`src/rtl/fgp_ram_writer_pkg.sv`:
```
// fgp_ram_writer_pkg: FGP packet geometry and writer state encodings
package fgp_ram_writer_pkg;
  localparam int FGP_OFFSET_LEN     = 1;
  localparam int FGP_DATA_LEN       = 768;
  localparam int FGP_PIXELS_PER_PKT = 512;
  localparam int FGP_COLOR_WIDTH    = 12;
  typedef enum logic {S_IDLE, S_DATA} state_t;
endpackage

```
`src/rtl/fgp_byte_unpack.sv`:
```
// fgp_byte_unpack: turns a byte stream into 12-bit colours, two per 3-byte triple, big-endian
module fgp_byte_unpack
  import fgp_ram_writer_pkg::*;
(
  input  logic                       clk,
  input  logic                       rst,
  input  logic                       i_clr,
  input  logic                       i_valid,
  input  logic [7:0]                 i_byte,
  output logic                       o_valid,
  output logic [FGP_COLOR_WIDTH-1:0] o_color
);
  logic [1:0] r_phase;
  logic [7:0] r_b0;
  logic [3:0] r_nib;
  always_ff @(posedge clk) begin
    if (rst || i_clr) begin
      r_phase <= '0;
      r_b0    <= '0;
      r_nib   <= '0;
    end else if (i_valid) begin
      r_phase <= (r_phase == 2'd2) ? 2'd0 : r_phase + 2'd1;
      if (r_phase == 2'd0) r_b0 <= i_byte;
      if (r_phase == 2'd1) r_nib <= i_byte[3:0];
    end
  end
  assign o_valid = i_valid && (r_phase != 2'd0);
  assign o_color = (r_phase == 2'd1) ? {r_b0, i_byte[7:4]} : {r_nib, i_byte};
endmodule

```
`src/rtl/fgp_ram_writer.sv`:
```
// fgp_ram_writer: writes unpacked FGP packet colours to RAM at offset*512 + pixel index,
// flagging packet completion and sticky protocol errors.
module fgp_ram_writer
  import fgp_ram_writer_pkg::*;
#(
  parameter int ADDR_WIDTH     = 17,
  parameter int PIXELS_PER_PKT = FGP_PIXELS_PER_PKT,
  parameter int COLOR_WIDTH    = FGP_COLOR_WIDTH
) (
  input  logic                   clk,
  input  logic                   rst,
  input  logic                   offset_inclk,
  input  logic [7:0]             offset_in,
  input  logic                   inclk,
  input  logic [7:0]             in,
  input  logic                   pkt_end,
  output logic                   ram_we,
  output logic [ADDR_WIDTH-1:0]  ram_addr,
  output logic [COLOR_WIDTH-1:0] ram_data,
  output logic                   pkt_done,
  output logic                   err
);
  localparam int PW = $clog2(PIXELS_PER_PKT);
  localparam int CW = $clog2(PIXELS_PER_PKT * 3 / 2);
  localparam logic [CW-1:0] LAST_BYTE = CW'(PIXELS_PER_PKT * 3 / 2 - 1);
  state_t                r_state, w_next;
  logic [8+PW-1:0]       r_base;
  logic [PW-1:0]         r_pix;
  logic [CW-1:0]         r_cnt;
  logic                  r_we, r_done, r_err;
  logic [ADDR_WIDTH-1:0] r_addr;
  logic [COLOR_WIDTH-1:0] r_data;
  logic                  w_acc, w_last, w_end, w_err, w_val;
  logic [FGP_COLOR_WIDTH-1:0] w_color;
  logic [ADDR_WIDTH:0]   w_sum;
  // a new offset always wins: the byte beside it is dropped
  assign w_acc  = (r_state == S_DATA) && inclk && !offset_inclk;
  assign w_last = w_acc && (r_cnt == LAST_BYTE);
  assign w_end  = w_last || ((r_state == S_DATA) && pkt_end && !offset_inclk);
  assign w_err  = (inclk && !offset_inclk && (r_state == S_IDLE))
               || (offset_inclk && (r_state == S_DATA))
               || (w_end && !w_last);
  assign w_sum  = (ADDR_WIDTH+1)'(r_base) + (ADDR_WIDTH+1)'(r_pix);
  always_comb w_next = offset_inclk ? S_DATA : (w_end ? S_IDLE : r_state);
  fgp_byte_unpack u_unpack (
    .clk     (clk),
    .rst     (rst),
    .i_clr   (offset_inclk || w_end),
    .i_valid (w_acc),
    .i_byte  (in),
    .o_valid (w_val),
    .o_color (w_color)
  );
  always_ff @(posedge clk) begin
    if (rst) r_state <= S_IDLE;
    else     r_state <= w_next;
  end
  always_ff @(posedge clk) begin
    if (rst) begin
      r_base <= '0;
      r_pix  <= '0;
      r_cnt  <= '0;
      r_we   <= 1'b0;
      r_done <= 1'b0;
      r_err  <= 1'b0;
      r_addr <= '0;
      r_data <= '0;
    end else begin
      r_we   <= w_val;
      r_done <= w_last;
      if (w_err) r_err <= 1'b1;
      if (w_val) begin
        r_addr <= w_sum[ADDR_WIDTH-1:0];
        r_data <= COLOR_WIDTH'(w_color);
      end
      if (offset_inclk) begin
        r_base <= {offset_in, PW'(0)};
        r_pix  <= '0;
        r_cnt  <= '0;
      end else begin
        if (w_acc) r_cnt <= r_cnt + 1'b1;
        if (w_val) r_pix <= r_pix + 1'b1;
      end
    end
  end
  // outputs read as zero while rst is held, hiding a write registered just before it
  assign ram_we   = r_we && !rst;
  assign pkt_done = r_done && !rst;
  assign err      = r_err && !rst;
  assign ram_addr = rst ? '0 : r_addr;
  assign ram_data = rst ? '0 : r_data;
endmodule
```
`config.mk`:
```
export PLATFORM = sky130hd
export DESIGN_NAME = fgp_ram_writer
export DESIGN_NICKNAME = d
export VERILOG_FILES = /design/src/rtl/fgp_ram_writer_pkg.sv /design/src/rtl/fgp_byte_unpack.sv /design/src/rtl/fgp_ram_writer.sv
export SDC_FILE = /design/constraint.sdc
export NUM_CORES = 1
export LEC_CHECK = 0
export BUFFER_PORTS_ARGS = -buffer_cell sky130_fd_sc_hd__buf_2
export CORE_MARGIN = 4
export CORE_UTILIZATION = 43
export CTS_CLUSTER_DIAMETER = 120
export CTS_CLUSTER_SIZE = 16
export DETAILED_ROUTE_END_ITERATION = 10
export PLACE_DENSITY = 0.69
export SETUP_SLACK_MARGIN = 0.1
export SLEW_MARGIN = 20
export SYNTH_ARGS = -nofsm -noshare
export SYNTH_HDL_FRONTEND = slang
export SYNTH_HIERARCHICAL = 1
export SYNTH_SLANG_ARGS = --single-unit
```
`constraint.sdc`:
```
create_clock -name clk -period 2 [get_ports clk]
set_input_delay 0.2 -clock clk [delete_from_list [all_inputs] [get_ports clk]]
set_output_delay 0.2 -clock clk [all_outputs]
set_load 0.05 [all_outputs]
```
==> results.tsv <==
stage	metric	value	unit
route	DRT iter0 DRCs	114	
cells_and_area	final non-filler cell total	508	
yosys	Syn Inst Count	344	
setup_path	data required time at the worst endpoint	2.27	ns
setup_path	crit path max fanout	4	
run_status	run status	completed	
timing	Setup TNS	0	ns
power_and_ir_drop	Pleak	0.00162	uW
route	drt first pass iters	4	
timing	crit path time final	1.81	ns
global_route	gr usage total	0.145	
clocking	clk sink count	74	
yosys	Post-synth EDFFs	0	
power_and_ir_drop	pwr dens	668	mW/mm^2
route	Via density	4.96	
global_route	first-pass GRT wire length	11.5	mm
yosys	main combinational cell family by area after synthesis	simple AND/OR/NAND/NOR gates	
route	Via Count	2520	
setup_path	CP Data Arrival Time	2.08	ns
cells_and_area	Final Util	0.517	
yosys	Net Count, Synth	367	
clocking	clock transition at the registers of the reported paths	0.08	ns
yosys	Syn Std Cell Area	0.00341	sq mm
cells_and_area	Nets	424	
floorplan	Core Region	0.00773	sq mm
global_route	initial antenna violation count	0	
timing	Fin. Hold Viols	0	
timing	RSZ-0062 raised after global routing	false	
place	GP Congestion	0.851	
yosys	Synth Area in XOR/XNOR	0.0154	
cells_and_area	ant diodes	0	
route	Routed WL per cell	12.9	um
run	MaxCap Viol Count	0	
timing	final setup fails	0	
yosys	ys flop type	dfxtp_1	
cells_and_area	commonest non-fill, non-tap cell in the layout	dfxtp_1	
yosys	mean post-synth cell area	9.91	sq um
power_and_ir_drop	VDD IR max	0.301	mV
floorplan	die width	97.0	um
floorplan	# rows	32	
global_route	largest net degree at the start of global routing	33	
timing	FMAX	0.552	GHz
setup_path	CP startpoint kind	flip-flop	
cells_and_area	fin area	0.00400	sq mm
global_route	number of global-route vias before repair	2456	
floorplan	Die Y-Extent	97.0	um
route	DR DRC count	0	
yosys	simple-gate share of the synthesized area	0.261	
yosys	Synthesis Warnings	6	
yosys	post-synthesis sequential area ratio	0.434	
hold_path	hold depth	3	
timing	Worst-Margin Slew	0.439	ns
place	placed inst area	0.00380	sq mm
yosys	post-synthesis async set-or-reset flop share	0	
cells_and_area	most frequent cells in the layout	dfxtp_1 (74), buf_2 (52), nor2_1 (48)	
floorplan	# IOs	53	
timing	fin worst setup slack	0.190	ns
yosys	complex-gate fraction of the synthesized area	0.0422	
route	drt total wl	6.54	mm
place	IO buf count	52	
timing	worst rel slew slack	0.707	
clocking	H-tree Lvls	3	
clocking	CTS Buf Count	9	
place	post-DP HPWL	4.61	mm
clocking	clk buf depth	2	
yosys	Post-Synth Adder-Cell Area	0.00734	
cells_and_area	layout cells sized above 1	0.268	
clocking	CTS tree	built	
timing	Pins Over Slew Limit	0	
floorplan	Initial Utilization	0.441	
setup_path	FF-to-FF path depth	7	
setup_path	crit end category	flip-flop	
floorplan	die outline area	0.00942	sq mm
hold_path	Min-Delay Path Class	input pin to flip-flop	
timing	post-route clock skew	0.00362	ns
cells_and_area	Layout area overhead	17.2	%
clocking	cts hold-fix bufs	0	
yosys	post-synthesis mux area share	0.205	
route	Post-DRT Antenna Nets	0	
clocking	root buf cell	clkbuf_8	
place	pre-CTS setup slack	0.0873	ns
clocking	Clock Latency Late Sink	0.34	ns
yosys	post-synthesis register bit count	74	
yosys	Unique masters post-synth	41	
global_route	GR Overflow Total	0	
place	placed cells	491	
cells_and_area	fill count	718	
setup_path	WS Path Type	flip-flop to flip-flop	
timing	Final period util	0.905	
## synth_stat cells (4+ instances only)
cell       n  share of area
inv_1      4         0.0044
nor2b_1   33          0.061
mux2_4    10          0.044
clkbuf_1  13          0.014
or3_1      8          0.015
o21ai_0    7          0.010
nand2_1    7         0.0077
mux2i_1   47           0.14
dfxtp_1   74           0.43
nor2_1    48          0.053
nor3b_1    9          0.020
nand4_1    5         0.0092
xor2_1     4          0.010
nand3_1    5         0.0073
a21oi_1   10          0.015
or3b_1    13          0.033
mux2_2     6          0.020
buf_2      6         0.0088
## power breakdown
part           switching [uW]  internal [uW]  leakage [uW]  total [uW]
clock network             554            447     0.0000891        1000
registers                8.41           1490      0.000598        1500
logic                    97.0           75.6      0.000930         173
## through the flow
stage / hold WS [ns] / power (uW)
floorplan: 0.347 / 1640
finish: 0.0972 / 2670
CTS: 0.0832 / 2710
global route: 0.109 / 2810
detailed placement: 0.450 / 1700
global placement: 0.444 / 1700
## path summary, 6_finish.rpt
path | end | slack [ns] | start
worst max-delay path | u_unpack/r_nib[3] | 0.19 | r_cnt[1]
worst min-delay path | r_base[11] | 0.1 | offset_in[2]
worst min register to register | r_data[8] | 0.49 | r_data[8]
worst max register to register | u_unpack/r_nib[3] | 0.19 | r_cnt[1]
## critical path, stage by stage (launching register included)
cell and delay, ns:
dfxtp_1 0.34, ha_2 0.20, nand3_2 0.11, nor4_4 0.05, a211o_1 0.27, buf_4 0.15, or3b_2 0.49, mux2i_1 0.14
## state kept, by name, summed over array words and instances, names as in the netlist
| name | count |
|---|---|
| r_cnt | 10 |
| r_err | 1 |
| u_unpack/r_phase | 2 |
| r_done | 1 |
| r_state | 1 |
| r_data | 12 |
| r_pix | 9 |
| u_unpack/r_nib | 4 |
| r_addr | 17 |
| r_we | 1 |
| r_base | 8 |
| u_unpack/r_b0 | 8 |
## final cells by class
cell class | count | area (sq um) | share of cell area
sequential | 74 | 1480 | 0.371
clock inverter | 7 | 45.0 | 0.0113
inverter | 4 | 15.0 | 0.00376
tap | 102 | 128 | 0.0319
clock buffer | 9 | 124 | 0.0310
multi-input combinational | 245 | 1830 | 0.458
timing repair buffer | 67 | 373 | 0.0933
## kinds of logic (layout without fill, tap and decap cells)
logic type | count (synthesis) | count (layout)
adders and majority gates | 2 | 2
xor gates and xnor gates | 6 | 6
muxes | 64 | 64
DFF | 74 | 74
AOI/OAI and AO/OA | 25 | 25
buffers and inverters | 25 | 87
and+or+nand+nor | 148 | 148
## timing repair
item                       4_1_cts  5_1_grt
buffers inserted                 0        1
setup endpoints to repair        4       11
pin swaps                        0        2
resized for setup                2        1
## routing by layer
metal,part of all wire,track usage
met5,0,0
met4,0.012,0.0529
met3,0.046,0.0404
met2,0.45,0.223
met1,0.49,0.194
(Power assumes the default switching activity.)
